===== src/rtl/tabla_verdad_seq.sv =====
// Programmable N-input truth-table evaluator with a direct mode that looks up in_vec
// each cycle, and a sweep mode that walks every row and reports the minterm count.
module tabla_verdad_seq #(
    parameter int N = 4
) (
    input  logic              clk,
    input  logic              rst_n,
    input  logic [(1<<N)-1:0] tabla,
    input  logic              load,
    input  logic              mode,
    input  logic [N-1:0]      in_vec,
    input  logic              start,
    input  logic              pause,
    output logic              out,
    output logic [N-1:0]      row,
    output logic              out_valid,
    output logic              busy,
    output logic              done,
    output logic [N:0]        ones_count
);

    localparam logic [1:0] S_IDLE  = 2'd0;
    localparam logic [1:0] S_SWEEP = 2'd1;
    localparam logic [1:0] S_DONE  = 2'd2;

    localparam logic [N-1:0] LAST_ROW = '1;

    logic [1:0]        state_q, state_d;
    logic [(1<<N)-1:0] tabla_q, tabla_d;
    logic [N-1:0]      cnt_q, cnt_d;
    logic [N:0]        acc_q, acc_d;
    logic              out_q, out_d;
    logic [N-1:0]      row_q, row_d;
    logic              vld_q, vld_d;
    logic              done_q, done_d;
    logic [N:0]        ones_q, ones_d;

    always_comb begin
        state_d = state_q;
        tabla_d = tabla_q;
        cnt_d   = cnt_q;
        acc_d   = acc_q;
        out_d   = out_q;
        row_d   = row_q;
        vld_d   = 1'b0;
        done_d  = 1'b0;
        ones_d  = ones_q;
        case (state_q)
            S_IDLE: begin
                // Loading and starting on one edge is fine: the first row is read
                // one edge later, after the new table has landed.
                if (load) tabla_d = tabla;
                if (!mode) begin
                    out_d = tabla_q[in_vec];
                    row_d = in_vec;
                    vld_d = 1'b1;
                end else if (start) begin
                    state_d = S_SWEEP;
                    cnt_d   = '0;
                    acc_d   = '0;
                end
            end
            S_SWEEP: begin
                if (!pause) begin
                    out_d = tabla_q[cnt_q];
                    row_d = cnt_q;
                    vld_d = 1'b1;
                    acc_d = acc_q + {{N{1'b0}}, tabla_q[cnt_q]};
                    if (cnt_q == LAST_ROW) state_d = S_DONE;
                    else                   cnt_d   = cnt_q + N'(1);
                end
            end
            S_DONE: begin
                ones_d  = acc_q;
                done_d  = 1'b1;
                state_d = S_IDLE;
            end
            default: state_d = S_IDLE;
        endcase
    end

    always_ff @(posedge clk or negedge rst_n) begin
        if (!rst_n) begin
            state_q <= S_IDLE;
            tabla_q <= '0;
            cnt_q   <= '0;
            acc_q   <= '0;
            out_q   <= 1'b0;
            row_q   <= '0;
            vld_q   <= 1'b0;
            done_q  <= 1'b0;
            ones_q  <= '0;
        end else begin
            state_q <= state_d;
            tabla_q <= tabla_d;
            cnt_q   <= cnt_d;
            acc_q   <= acc_d;
            out_q   <= out_d;
            row_q   <= row_d;
            vld_q   <= vld_d;
            done_q  <= done_d;
            ones_q  <= ones_d;
        end
    end

    // busy drops on the same edge that raises done, so the two never overlap.
    assign busy       = (state_q == S_SWEEP) || (state_q == S_DONE);
    assign out        = out_q;
    assign row        = row_q;
    assign out_valid  = vld_q;
    assign done       = done_q;
    assign ones_count = ones_q;

endmodule


===== config.mk =====
export PLATFORM = sky130hd
export DESIGN_NAME = tabla_verdad_seq
export DESIGN_NICKNAME = d
export VERILOG_FILES = /design/src/rtl/tabla_verdad_seq.sv
export SDC_FILE = /design/constraint.sdc
export NUM_CORES = 1
export LEC_CHECK = 0
export ABC_AREA = 1
export BUFFER_PORTS_ARGS = -buffer_cell sky130_fd_sc_hd__buf_4
export CELL_PAD_IN_SITES_DETAIL_PLACEMENT = 1
export CELL_PAD_IN_SITES_GLOBAL_PLACEMENT = 1
export CORE_UTILIZATION = 43
export CTS_BUF_LIST = sky130_fd_sc_hd__clkbuf_4 sky130_fd_sc_hd__clkbuf_8 sky130_fd_sc_hd__clkbuf_16
export DETAILED_ROUTE_END_ITERATION = 12
export HOLD_SLACK_MARGIN = 0.03
export PLACE_DENSITY_LB_ADDON = 0.1
export SYNTH_ARGS = -nofsm -noshare
export SYNTH_HDL_FRONTEND = slang
export SYNTH_SLANG_ARGS = --single-unit

===== constraint.sdc =====
create_clock -name clk -period 3.2 [get_ports clk]
set_input_delay 0.64 -clock clk [delete_from_list [all_inputs] [get_ports clk]]
set_output_delay 0.64 -clock clk [all_outputs]
set_load 0.1 [all_outputs]

==> qor.yml, run 1 <==
setup_path:
  max_stage_delay_ns: 0.62
  r2r_slack_ns: 1.14
  crit_required_ns: 3.43
  r2r_cells: 12
  arrival_ns: 2.28
  cp_max_fo: 16
  crit_chain: "inv_1 -> nand2_1 -> nand3_1 -> nand3_1 -> nand3_1 -> nand2_1 -> ha_1 -> ha_1 -> nand3_2 -> o21ai_1 -> nand2_1 -> nor2_1"
  reg2reg_from: "cnt_q[0]$_DFFE_PN0P_"
  rr_endpoint: "acc_q[4]$_DFFE_PN0P_"
  cpMaxStageDelayCell: "dfrtp_1"
  critPathLaunchType: "register"
  worstSetupPathType: "reg -> reg"
  setup.worst_path.end_class: "register"
clock_tree:
  cts_num_sinks: 39
  cts-root-buf: "clkbuf_8"
  cts_buffer_depth: 2
  h-tree-depth: 2
  clk_latency_ns: 0.29
  postCtsSetupBuffers: 0
  cts_tree: "built"
  cts_buffers: 5
  ctsHoldBuffers: 0
  path_clk_slew_ns: 0.07
  cts_resized: 0
sta:
  post-route-period-util: 0.643
  drv_slew: 0
  hold_viol: 0
  layout_min_cycle_time_ns: 2.06
  setup_slack_ns: 1.14
  clock_skew_ns: 0.00208
  relSlewSlack: 0.646
  rsz0062_at_grt: "no"
  setup_viol: 0
  tns_ns: 0
  worst_pin_slew_ns: 0.531
  maxClockFrequency_ghz: 0.486
synth:
  yosysUniqueCellTypes: 27
  synthesis.instances: 258
  synth_nets: 292
  synth.avg_cell_area_sq_um: 8.10
  netlist_area_sq_mm: 0.00209
  synth_warnings: 0
  ys_ff_latch: 39
  seq_area_frac_synth: 0.467
pwr:
  power_density_mw_per_mm2: 1190
  p_leak_uw: 0.00125
  ir_drop_v: 0.000788
run_status:
  status: "finished clean"
routing:
  ant_nets: 0
  post_drt_wl_per_cell_microns: 14.1
  drc: 0
  postRouteWirelength_microns: 4930
  vias: 1812
  initialDrtViolationCount: 59
  firstDrtPassIters: 4
  viasPerCell: 5.18
floorplan:
  dieArea_sq_mm: 0.00515
  core_sq_mm: 0.00469
  dieHeight_microns: 71.7
  fp.dieW_microns: 71.7
  io_pins: 39
  initial_core_util: 0.446
  row_count: 25
final_layout:
  syn_to_final_growth_pct: 18.8
  final_layout_size_suffix_gt1_frac: 0.220
  nNetsFinal: 330
  antenna_cells: 0
  fin_area_sq_mm: 0.00248
global_route:
  global_route.overflow_total: 0
  grt_pass1_wl_microns: 8810
  grt_usage: 0.222
  grt_max_degree: 40
  grt_pass1_vias: 1903
  antenna_found_initial: 0
placement:
  place_congestion: 0.791
  post-place-ws_ns: 1.15
  hpwlAfterDp_microns: 3800
  numPortBuffers: 38
  post_dp_cell_area_sq_mm: 0.00240
hold_path:
  hold_class: "in -> async"
flow_run:
  max_cap_violations: 0
[placed cells by master, fill, tap and decap left out, types with 6 or more instances in the layout]
cell and n:
nand2_1 57, a21oi_1 23, nand3_1 29, clkbuf_8 6, o21ai_0 6, dfrtp_1 39, buf_4 38, ha_1 8
inv_1 28, nor2_1 27
[Yosys cell counts]
| cell type | number | area, sq um |
|---|---|---|
| a21oi_1 | 23 | 115 |
| a21oi_2 | 2 | 17.5 |
| a31oi_1 | 3 | 18.8 |
| a32o_1 | 1 | 10.0 |
| buf_2 | 2 | 10.0 |
| buf_4 | 1 | 7.51 |
| buf_6 | 2 | 22.5 |
| clkbuf_1 | 2 | 7.51 |
| clkinv_4 | 1 | 8.76 |
| dfrtp_1 | 39 | 976 |
| ha_1 | 8 | 100 |
| inv_1 | 28 | 105 |
| inv_2 | 2 | 7.51 |
| mux2_2 | 5 | 56.3 |
| nand2_1 | 57 | 214 |
| nand2_2 | 5 | 31.3 |
| nand2_4 | 1 | 11.3 |
| nand3_1 | 29 | 145 |
| nand3_2 | 1 | 10.0 |
| nand4_1 | 1 | 6.26 |
| nor2_1 | 27 | 101 |
| nor2_2 | 2 | 12.5 |
| nor2_8 | 1 | 20.0 |
| nor3_1 | 3 | 15.0 |
| o21ai_0 | 6 | 30.0 |
| o21ai_1 | 5 | 25.0 |
| o22ai_1 | 1 | 6.26 |
[registers in the layout, summed over array words and instances (netlist names)]
| name | count |
|---|---|
| tabla_q | 16 |
| acc_q | 5 |
| ones_count | 5 |
| cnt_q | 4 |
| row | 4 |
| state_q | 2 |
| done | 1 |
| out | 1 |
| out_valid | 1 |
[where the power goes]
| part | internal (uW) | total (uW) | switching [uW] |
|---|---|---|---|
| sequential | 708 | 861 | 153 |
| clock | 169 | 337 | 167 |
| combinational | 466 | 1770 | 1300 |
[per-layer routing]
metal | vias up | global-route usage | part of all wire
met1 | 858 | 0.314 | 0.51
met3 | 6 | 0.0450 | 0.040
met4 | 0 | 0.0654 | 0.013
met5 | - | 0 | 0
li1 | 907 | - | -
met2 | 41 | 0.347 | 0.44
[cells by family after synthesis]
logic type / count (synthesis) / synth area share
compound gates: 41 / 0.107
mux: 5 / 0.0269
buf+inv: 38 / 0.0808
simple gates: 127 / 0.271
fa+ha+maj: 8 / 0.0479
flops: 39 / 0.467
[worst max-delay path, delay by kind of cell, from the launching register on]
family	cells	cell delay, ns
and+or+nand+nor	8	0.70
DFF	1	0.62
adders and majority gates	2	0.35
buffers and inverters	1	0.19
AOI/OAI and AO/OA	1	0.14
[per-stage QoR]
step | std cells | total power, uW | util | hold slack (ns)
after global routing | 350 | 3190 | 0.529 | 0.346
after floorplan | 258 | 2260 | - | 0.344
final | 350 | 2970 | 0.529 | 0.318
after CTS | 350 | 3000 | 0.529 | 0.329
after detailed placement | 343 | 2650 | 0.511 | 0.489
after global placement | 343 | 2600 | 0.511 | 0.469
[area by class of cell]
type	instances	area (sq um)
fill	600	2210
sequential	39	976
multi-input combinational	181	946
timing repair buffer	38	285
inverter	31	121
clock buffer	6	82.6
tap	54	67.6
clock inverter	1	5.00
[worst max path at each step]
stage / start / endpoint / slack, ns
3_5_place_dp: cnt_q[0]$_DFFE_PN0P_ / acc_q[4]$_DFFE_PN0P_ / 1.15
4_1_cts: cnt_q[0]$_DFFE_PN0P_ / acc_q[4]$_DFFE_PN0P_ / 1.12
6_report: cnt_q[0]$_DFFE_PN0P_ / acc_q[4]$_DFFE_PN0P_ / 1.14
3_3_place_gp: cnt_q[0]$_DFFE_PN0P_ / acc_q[4]$_DFFE_PN0P_ / 1.30
2_1_floorplan: state_q[0]$_DFFE_PN0P_ / busy / 1.29
5_1_grt: cnt_q[0]$_DFFE_PN0P_ / acc_q[4]$_DFFE_PN0P_ / 0.87
Note: power is estimated with default switching activity, not from simulation.
==> inputs of run 2 (changes only) <==
CORE_UTILIZATION = 40   (was 43)
clock period = 2.04 ns   (was 3.2 ns; I/O delays follow)
==> qor.yml, run 2 (same netlist as run 1, synthesis figures left out) <==
final_layout:
  largest_reg_flops: 16
  multi_input_area_sq_um: 948
  nNetsFinal: 335
  layout_common_cells: "nand2_1, buf_4, dfrtp_1"
  syn_to_final_growth_pct: 21.8
  layout_commonest_cell: "nand2_1"
  regArea_sq_um: 977
  fin_area_sq_mm: 0.00255
  top_register: "tabla_q"
  final_layout_size_suffix_gt1_frac: 0.245
  nFillCells: 645
  antenna_cells: 0
pwr:
  p_clk_frac: 0.113
  p_leak_uw: 0.00127
  p_int_uw: 2140
  switching_power_uw: 2560
  power.share.switching: 0.545
  comb_power_share: 0.601
  ir_drop_v: 0.00124
  seq_power_share: 0.286
  power_density_mw_per_mm2: 1850
  power.total_uw: 4700
sta:
  worst_pin_slew_ns: 0.491
  post-route-period-util: 0.911
  maxClockFrequency_ghz: 0.538
  hold_viol: 0
  setup_viol: 0
  layout_min_cycle_time_ns: 1.86
  relSlewSlack: 0.673
  drv_slew: 0
  setup_slack_ns: 0.182
  clock_skew_ns: 0.00501
run_status:
  status: "finished clean"
floorplan:
  core_sq_mm: 0.00488
  initial_core_util: 0.428
  dieHeight_microns: 74.3
  io_pins: 39
  row_count: 25
  fp.dieW_microns: 74.3
  dieArea_sq_mm: 0.00552
global_route:
  grt_usage: 0.206
  antenna_found_initial: 0
  grt_pass1_wl_microns: 8540
  global_route.overflow_total: 0
  grt_pass1_vias: 1838
  grt_max_degree: 40
clock_tree:
  path_clk_slew_ns: 0.08
  cts_buffer_depth: 2
  cts_tree: "built"
  clk_latency_ns: 0.29
  cts-root-buf: "clkbuf_8"
  h-tree-depth: 2
  cts_num_sinks: 39
  cts_buffers: 5
routing:
  initialDrtViolationCount: 48
  postRouteWirelength_microns: 5090
  viasPerCell: 4.99
  ant_nets: 0
  firstDrtPassIters: 4
  vias: 1841
  post_drt_wl_per_cell_microns: 13.8
  drc: 0
setup_path:
  r2r_cells: 11
  critPathLaunchType: "register"
  rr_endpoint: "acc_q[4]$_DFFE_PN0P_"
  cp_max_fo: 7
  setup.worst_path.end_class: "register"
  r2r_slack_ns: 0.18
  arrival_ns: 2.04
  worstSetupPathType: "reg -> reg"
  crit_required_ns: 2.22
  reg2reg_from: "cnt_q[0]$_DFFE_PN0P_"
hold_path:
  hold_class: "in -> async"
placement:
  hpwlAfterDp_microns: 3860
  post_dp_cell_area_sq_mm: 0.00243
  numPortBuffers: 38
  post-place-ws_ns: -0.0307
  place_congestion: 0.891
flow_run:
  max_cap_violations: 0
==> run 2: worst max-delay path, cell delays in order (launching register included) <==
cell and delay [ns]:
dfrtp_2 0.46, buf_6 0.15, o21ai_1 0.13, nand2_1 0.06, nand3_1 0.07, nand3_1 0.09, nand2_1 0.08, ha_1 0.17
ha_2 0.19, nand3_2 0.10, nor3_1 0.16, nor2_1 0.07
==> run 2: cell type report <==
cell class                 instances  area share
tap                               67      0.0329
timing repair buffer              43       0.128
sequential                        39       0.384
clock inverter                     2     0.00491
inverter                          31      0.0477
clock buffer                       6      0.0300
multi-input combinational        181       0.372
==> run 2: layer usage <==
layer  wire length (microns)  vias to the layer above  track usage
met5                       0                        -            0
met4                      68                        0       0.0692
met3                     257                        7       0.0325
met2                    2320                       43        0.325
met1                    2440                      875        0.288
li1                        -                      916            -
==> run 2: timing repair <==
item,in CTS,in global routing
pin swaps,0,0
hold buffers,0,0
setup endpoints to repair,1,1
resized for setup,1,5
setup buffers,0,3
==> run 2: how the worst max path moves through the flow <==
stage	startpoint	to	cells past startpoint
4_1_cts	cnt_q[0]$_DFFE_PN0P_	acc_q[4]$_DFFE_PN0P_	12
3_5_place_dp	cnt_q[0]$_DFFE_PN0P_	acc_q[4]$_DFFE_PN0P_	12
6_report	cnt_q[0]$_DFFE_PN0P_	acc_q[4]$_DFFE_PN0P_	11
5_1_grt	cnt_q[0]$_DFFE_PN0P_	acc_q[4]$_DFFE_PN0P_	13
3_3_place_gp	cnt_q[0]$_DFFE_PN0P_	acc_q[4]$_DFFE_PN0P_	11
2_1_floorplan	cnt_q[0]$_DFFE_PN0P_	acc_q[4]$_DFFE_PN0P_	11
==> run 2: power groups by stage <==
stage / combinational, uW / clock, uW / sequential, uW
final: 2830 / 533 / 1340
after global routing: 3100 / 573 / 1390
after CTS: 2800 / 540 / 1360
after detailed placement: 2800 / 0 / 1370
after global placement: 2740 / 0 / 1350
after floorplan: 1410 / 0 / 2130
==> run 2: per-stage QoR <==
step | cells | TNS, ns | utilization | hold slack (ns)
after CTS | 366 | 0 | 0.516 | 0.0988
after detailed placement | 358 | -0.0307 | 0.497 | 0.414
after global placement | 358 | 0 | 0.497 | 0.410
after floorplan | 258 | 0 | - | 0.112
after global routing | 369 | -0.00738 | 0.522 | 0.119
final | 369 | 0 | 0.522 | 0.0817
==> inputs of run 3 (changes only) <==
ABC_AREA = default   (was 1)
CORE_UTILIZATION = 44   (was 40)
==> qor.yml, run 3 <==
pwr:
  power.share.switching: 0.466
  ir_drop_v: 0.00103
  p_int_uw: 2250
  comb_power_share: 0.569
  p_clk_frac: 0.115
  p_leak_uw: 0.00118
  seq_power_share: 0.316
  switching_power_uw: 1960
  power_density_mw_per_mm2: 1630
  power.total_uw: 4220
floorplan:
  core_sq_mm: 0.00447
  initial_core_util: 0.467
  fp.dieW_microns: 70.9
  io_pins: 39
  dieHeight_microns: 70.9
  dieArea_sq_mm: 0.00503
  row_count: 24
synth:
  synth_ff_type: "dfrtp_1"
  yosysUniqueCellTypes: 35
  yosysTopAreaCell: "dfrtp_1"
  synth.avg_cell_area_sq_um: 12.9
  netlist_area_sq_mm: 0.00209
  seq_area_frac_synth: 0.467
  synth-async-reset-ratio: 1.00
  ys_ff_latch: 39
  netlist.area_leader.share: 0.467
  synth_edf_count: 0
  synth_nets: 196
  synth_warnings: 0
  synthTopCellsByArea: "dfrtp_1, mux2_2, mux4_2, ha_1, mux2i_1"
  yosysMostFrequentCell: "dfrtp_1"
  synth_commonest_cells: "dfrtp_1, mux2_2, nand2_1"
  synthesis.instances: 162
setup_path:
  crit_family: "multiplexers"
  critPathLaunchType: "register"
  crit_required_ns: 2.21
  cpMaxStageDelayCell: "mux4_2"
  setup.worst_path.end_class: "register"
  worstSetupPathType: "reg -> reg"
  max_stage_delay_ns: 0.53
  arrival_ns: 2.32
  path_buf_inv: 0
  crit_chain: "mux4_2 -> a22oi_2 -> nand3_2 -> ha_4 -> ha_4 -> and2_4 -> o2111ai_4 -> xor2_1 -> nor2_1"
  crit_path_frequent_cell: "ha_4"
  cp_max_fo: 4
placement:
  place_inst: 254
  hpwlAfterDp_microns: 3390
  post-place-ws_ns: -0.201
  post_dp_cell_area_sq_mm: 0.00246
  place_congestion: 0.789
  numPortBuffers: 38
global_route:
  grt_pass1_wl_microns: 7840
  grt_pass1_vias: 1585
  global_route.overflow_total: 0
  grt_usage: 0.207
  grt_max_degree: 40
  antenna_found_initial: 0
final_layout:
  nFillCells: 467
  top_register: "tabla_q"
  syn_to_final_growth_pct: 23.9
  antenna_cells: 0
  layout_common_cells: "buf_4, dfrtp_1, mux2_2"
  layout_commonest_cell: "buf_4"
  fin_area_sq_mm: 0.00259
  fin_cells: 260
  final_layout_size_suffix_gt1_frac: 0.495
  nNetsFinal: 243
  largest_reg_flops: 16
routing:
  ant_nets: 0
  viasPerCell: 5.58
  initialDrtViolationCount: 88
  firstDrtPassIters: 8
  postRouteWirelength_microns: 4610
  drc: 10
  post_drt_wl_per_cell_microns: 17.7
  vias: 1451
sta:
  worst_pin_slew_ns: 0.487
  relSlewSlack: 0.675
  post-route-period-util: 1.05
  hold_viol: 0
  setup_viol: 2
  setup_slack_ns: -0.111
  rsz0062_at_grt: "yes"
  maxClockFrequency_ghz: 0.465
  layout_min_cycle_time_ns: 2.15
  clock_skew_ns: 0.00548
  hold_slack_ns: 0.0873
  drv_slew: 0
run_status:
  status: "finished, violations left"
  violations: "DRC, setup timing"
clock_tree:
  path_clk_slew_ns: 0.07
  cts_buffers: 5
  clk_latency_ns: 0.29
  h-tree-depth: 2
  cts_num_sinks: 39
  cts_buffer_depth: 2
  cts_tree: "built"
  cts-root-buf: "clkbuf_8"
  postCtsSetupBuffers: 0
flow_run:
  max_cap_violations: 0
hold_path:
  hold_class: "in -> async"
[run 3: changes by cell type in the layout (fill, tap and decap cells not counted), sizes merged, moves of 4 or more]
cell   change
buf        +4
nand3     -24
mux2      +19
inv       -26
a21oi     -24
mux2i      +8
nor2b      +4
nor2      -25
nand2     -48
mux4       +7
[run 3: final cells by class]
type	count	area, sq um	area share
sequential	39	977	0.377
multi-input combinational	112	1100	0.425
tap	52	65.1	0.0251
inverter	4	15.0	0.00579
clock buffer	6	76.3	0.0295
timing repair buffer	47	357	0.138
[run 3: logic make-up (layout without fill, tap and decap cells)]
family,count (synthesis),in the layout,synth area share
muxes,39,39,0.247
buffers and inverters,11,57,0.0413
xor gates and xnor gates,3,3,0.0126
DFF,39,39,0.467
AOI/OAI and AO/OA,22,22,0.0832
adders and majority gates,8,8,0.0479
and+or+nand+nor,40,40,0.102
[run 3: worst register-to-register path: stages, from the launching register on]
cell and delay [ns]:
dfrtp_2 0.43, mux4_2 0.53, a22oi_2 0.20, nand3_2 0.13, ha_4 0.18, ha_4 0.15, and2_4 0.13, o2111ai_4 0.06
xor2_1 0.17, nor2_1 0.06
[run 3: routing by layer]
metal  track usage  part of all wire
met1         0.264              0.44
met2         0.357              0.51
met3        0.0442             0.034
met4        0.0578             0.013
met5             0                 0
[run 3: path summary, 6_finish.rpt]
check | from | to | slack (ns) | cells after the start
setup / recovery | cnt_q[0]$_DFFE_PN0P_ | acc_q[4]$_DFFE_PN0P_ | -0.11 | 9
max in group asynchronous | rst_n | cnt_q[0]$_DFFE_PN0P_ | 1.60 | 1
min in group clk | tabla[15] | tabla_q[15]$_DFFE_PN0P_ | 0.35 | 2
hold / removal | rst_n | tabla_q[2]$_DFFE_PN0P_ | 0.09 | 1
setup reg to reg | cnt_q[0]$_DFFE_PN0P_ | acc_q[4]$_DFFE_PN0P_ | -0.11 | 9
hold reg to reg | row[2]$_DFFE_PN0P_ | row[2]$_DFFE_PN0P_ | 0.49 | 2
[run 3: power by group through the flow]
stage / combinational (uW) / sequential, uW / clock (uW)
after floorplan: 1320 / 1800 / 0
after global placement: 2250 / 1310 / 0
after detailed placement: 2310 / 1340 / 0
after CTS: 2360 / 1330 / 496
after global routing: 2580 / 1380 / 524
final: 2400 / 1330 / 483
[run 3: repair_timing]
action / CTS / global route
pin swaps: 6 / 6
endpoints found under the setup margin: 4 / 5
cloned: 0 / 0
resized for setup: 6 / 6
hold buffers: 0 / 0
[run 3: stage by stage]
stage          setup TNS [ns]  utilization
6_report               -0.122        0.579
5_1_grt                -0.448        0.579
4_1_cts                -0.125        0.574
3_5_place_dp           -0.442        0.549
3_3_place_gp           -0.155        0.549
2_1_floorplan         -0.0729            -
